<file path="config.mk">
export PLATFORM = sky130hd
export DESIGN_NAME = piso_serializer
export DESIGN_NICKNAME = d
export VERILOG_FILES = /design/src/rtl/piso_serializer.sv
export SDC_FILE = /design/constraint.sdc
export NUM_CORES = 1
export LEC_CHECK = 0
export BUFFER_PORTS_ARGS = -buffer_cell sky130_fd_sc_hd__buf_2
export CORE_ASPECT_RATIO = 1.2
export CORE_UTILIZATION = 46
export CTS_BUF_LIST = sky130_fd_sc_hd__clkbuf_8 sky130_fd_sc_hd__clkbuf_16
export DETAILED_ROUTE_END_ITERATION = 7
export GPL_TIMING_DRIVEN = 0
export HOLD_SLACK_MARGIN = 0.12
export PLACE_DENSITY_LB_ADDON = 0.12
export SYNTH_ARGS = -nofsm -noshare
export SYNTH_HDL_FRONTEND = slang
export SYNTH_SLANG_ARGS = --single-unit
</file>
<file path="constraint.sdc">
create_clock -name clock0 -period 4.5 [get_ports clock0]
set_clock_uncertainty 0.05 [all_clocks]
set_input_delay 0.45 -clock clock0 [delete_from_list [all_inputs] [get_ports clock0]]
set_output_delay 0.45 -clock clock0 [all_outputs]
set_load 0.03 [all_outputs]
</file>
<file path="src/rtl/piso_serializer.sv">
// Parallel-in, serial-out transmitter: accepts a WIDTH-bit word over valid/ready and
// shifts it out MSB first, one bit per clock, with an optional idle gap between words.
module piso_serializer #(
    parameter int unsigned WIDTH      = 12,
    parameter int unsigned GAP_CYCLES = 0
) (
    input  logic             clock0,
    input  logic             reset_n,
    input  logic [WIDTH-1:0] load_data,
    input  logic             load_valid,
    output logic             load_ready,
    output logic             shift_out,
    output logic             frame,
    output logic             last_bit
);

    localparam int unsigned CntW = $clog2(WIDTH);
    localparam int unsigned GapW = (GAP_CYCLES > 1) ? $clog2(GAP_CYCLES) : 1;
    localparam logic [CntW-1:0] LastCnt = CntW'(WIDTH - 1);
    localparam logic [GapW-1:0] LastGap = GapW'((GAP_CYCLES > 0) ? GAP_CYCLES - 1 : 0);

    typedef enum logic [1:0] {
        StIdle,
        StShift,
        StGap
    } state_e;

    state_e            state_q, state_d;
    logic [WIDTH-1:0]  shreg_q, shreg_d;
    logic [CntW-1:0]   bit_cnt_q, bit_cnt_d;
    logic [GapW-1:0]   gap_cnt_q, gap_cnt_d;
    logic              is_last;
    logic              accept;

    assign is_last   = (state_q == StShift) && (bit_cnt_q == LastCnt);
    // Zeros shift in behind the word, so the MSB reads 0 once the word has drained.
    assign shift_out = shreg_q[WIDTH-1];
    assign frame     = (state_q == StShift);
    assign last_bit  = is_last;

    always_comb begin
        load_ready = 1'b0;
        case (state_q)
            StIdle:  load_ready = 1'b1;
            StShift: load_ready = is_last && (GAP_CYCLES == 0);
            default: load_ready = 1'b0;
        endcase
        load_ready = load_ready && reset_n;
        accept     = load_valid && load_ready;
    end

    always_comb begin
        state_d   = state_q;
        shreg_d   = shreg_q;
        bit_cnt_d = bit_cnt_q;
        gap_cnt_d = gap_cnt_q;
        case (state_q)
            StIdle: begin
                if (accept) begin
                    shreg_d   = load_data;
                    bit_cnt_d = '0;
                    state_d   = StShift;
                end
            end
            StShift: begin
                shreg_d   = shreg_q << 1;
                bit_cnt_d = bit_cnt_q + CntW'(1);
                if (is_last) begin
                    if (GAP_CYCLES == 0) begin
                        if (accept) begin
                            shreg_d   = load_data;
                            bit_cnt_d = '0;
                        end else begin
                            state_d = StIdle;
                        end
                    end else begin
                        gap_cnt_d = '0;
                        state_d   = StGap;
                    end
                end
            end
            StGap: begin
                gap_cnt_d = gap_cnt_q + GapW'(1);
                if (gap_cnt_q == LastGap) begin
                    state_d = StIdle;
                end
            end
            default: state_d = StIdle;
        endcase
    end

    always_ff @(posedge clock0) begin
        if (!reset_n) begin
            state_q   <= StIdle;
            shreg_q   <= '0;
            bit_cnt_q <= '0;
            gap_cnt_q <= '0;
        end else begin
            state_q   <= state_d;
            shreg_q   <= shreg_d;
            bit_cnt_q <= bit_cnt_d;
            gap_cnt_q <= gap_cnt_d;
        end
    end

endmodule

</file>
==> metrics.txt <==
status=complete, no violations; crit path time final=2.39 ns; hpwl dp=1160 um; ys flop type=dfxtp_1; gr ovfl total=0; sequential-to-total area share from yosys stat=40.4%; Syn-to-layout area delta=18.1%; synth cell count leaders=17 x dfxtp_1, 10 x o21a_1, 10 x o221a_1; Post-synth EDFFs=0; fin area=996 um^2; total iterations of the first detailed-routing run=4; crit path launch type=register; crit path kind=reg -> reg; routed via count=690; Top Metal Used=met4; Synth Area per Inst=10.2 um^2; Final Hold Vio Count=0; vias in the first global route=592; Clock Sinks=17; Core ar.=0.00168 mm^2; Post-Route M1 WL=786 um; Worst slew margin=71.5%; Total Neg Setup Slack=0 ns; fin cells=122; LEAKAGE=0.437 nW; multi-input combinational cell area=454 um^2; CTS tree=built; Post-DRT Antenna Nets=0; FILL cells=163; CTS Buf Count=3; Routed met3 length=39 um; clock slew at reported path FFs=0.07 ns; FF+latch area=340 um^2; hold-fix buffers at CTS=0; GPL Wtd Cong=0.736; WP depth=10; Fmax=0.418 GHz; row cnt=16; VDD IR max=252 uV; Final setup viols=0; Req. time, crit path=4.64 ns; crit-path leading delay family=compound AO/OA/AOI/OAI gates; R2R cell count=10; PostCTS Resize Cnt=0; yosys warns=0; asr flop ratio synth=0%; count leader, synth=dfxtp_1; hold path startpoint=load_data[8]; full die area=0.00201 mm^2; Slew @ Worst Pin=0.427 ns; worst hold stages=2; clock root buffer master=clkbuf_8; WP data arrival=2.53 ns; RSZ-0062 raised after global routing=no; crit path capture type=register; largest net degree at the start of global routing=11; Die X-Extent=41.1 um; GRT Total Usage=17.8%; Worst path most repeated cell=ha_1; CP startpoint=bit_cnt_q[0]$_SDFFE_PN0P_; Ant. Diodes=0; crit path cell chain=ha_1 > nand3b_4 > a21boi_0 > nand2_1 > ha_1 > buf_2 > inv_1 > clkbuf_1 > o21a_1 > o221a_1; leading area contributor after synthesis=dfxtp_1; share of cells above drive strength 1=28.8%; Worst Hold Class=in -> reg; first-pass GRT wire length=2550 um; via-per-instance ratio=5.66; H-tree depth=1; Routed WL=1640 um; # nets final=122; worst hold slack=0.426 ns; register bit count reported by yosys=17; I/O Buffers=17; Placed Cells=118; Syn Nets=100; DR WL met2=799 um; post-synth cell types=29; Max Cap Viol=0; Final Max Tran Viols=0; clk buf depth=2; clock latency on the worst-skew pair=0.25 ns; Buf/Inv on CP=3; Placement Cell Area=951 um^2; initial antenna violation count=0; PD cells=412 mW/mm^2; Synth area leaders=dfxtp_1 40%, o221a_1 13%, o21a_1 8.9%; Die H=48.9 um; Syn Std Cell Area=843 um^2; reg-to-reg critical path startpoint=bit_cnt_q[0]$_SDFFE_PN0P_; DRC errors left=0; Synth Instances=83; fin crit share=53.1%; crit-path max FO=10; drt wl/cell=13.4 um; Yosys top cell area share=40.4%; slowest CP cell=dfxtp_1; max incr delay on CP=0.38 ns; initial drt markers=10; post-CTS setup buffers=0; Starting Density=50.1%; I/O Pins=19
## metal layers
| layer | global-route usage [%] | up-vias |
|---|---|---|
| met5 | 0 | - |
| li1 | - | 358 |
| met3 | 4.11 | 2 |
| met2 | 24.7 | 9 |
| met1 | 26.2 | 321 |
| met4 | 6.67 | 0 |
## layout by cell type, fill, tap and decap left out, types with 2 or more instances in the layout
master,instances
o21a_1,10
inv_1,3
nor2b_1,2
o21ai_0,4
ha_1,2
clkbuf_1,2
dfxtp_1,17
buf_2,20
clkbuf_8,3
o221a_1,10
a21boi_0,4
o31a_1,2
nand2_1,6
nor2_1,2
o211ai_1,2
## path summary, 6_finish.rpt
| kind | slack, ns | end |
|---|---|---|
| max | 2.11 | shreg_q[1]$_SDFFE_PN0P_ |
| min | 0.43 | shreg_q[8]$_SDFFE_PN0P_ |
| max reg2reg | 2.11 | shreg_q[1]$_SDFFE_PN0P_ |
| min reg2reg | 0.45 | bit_cnt_q[1]$_SDFFE_PN0P_ |
## area by class of cell
| cell class | instances | share of cell area, % |
|---|---|---|
| multi-input combinational | 57 | 45.6 |
| sequential | 17 | 34.2 |
| timing repair buffer | 17 | 8.54 |
| clock buffer | 3 | 4.15 |
| buffer | 7 | 4.15 |
| tap | 18 | 2.26 |
| inverter | 2 | 0.754 |
| clock inverter | 1 | 0.377 |
## per-stage QoR
stage,utilization (%),power (mW),worst slack (ns)
5_1_grt,59.2,0.436,1.93
4_1_cts,59.2,0.415,2.10
3_5_place_dp,56.5,0.303,2.12
2_1_floorplan,-,0.275,1.69
6_report,59.2,0.410,2.11
3_3_place_gp,56.5,0.302,2.15
## flip-flops by register name, indices dropped and copies added (netlist names)
| signal | count |
|---|---|
| bit_cnt_q | 4 |
| shreg_q | 12 |
| state_q | 1 |
## where the power goes
part | internal, mW | switching, mW
Combinational | 0.0553 | 0.0582
Clock | 0.0604 | 0.0496
Sequential | 0.174 | 0.0124
## kinds of logic (layout without fill, tap and decap cells)
group | after synthesis | after routing | share of synthesized area, %
mux | 1 | 1 | 1.34
buf+inv | 9 | 30 | 5.79
fa+ha+maj | 2 | 2 | 2.97
simple gates | 18 | 18 | 12.8
compound gates | 36 | 36 | 36.8
flops | 17 | 17 | 40.4
Note: power is estimated with default switching activity, not from simulation.
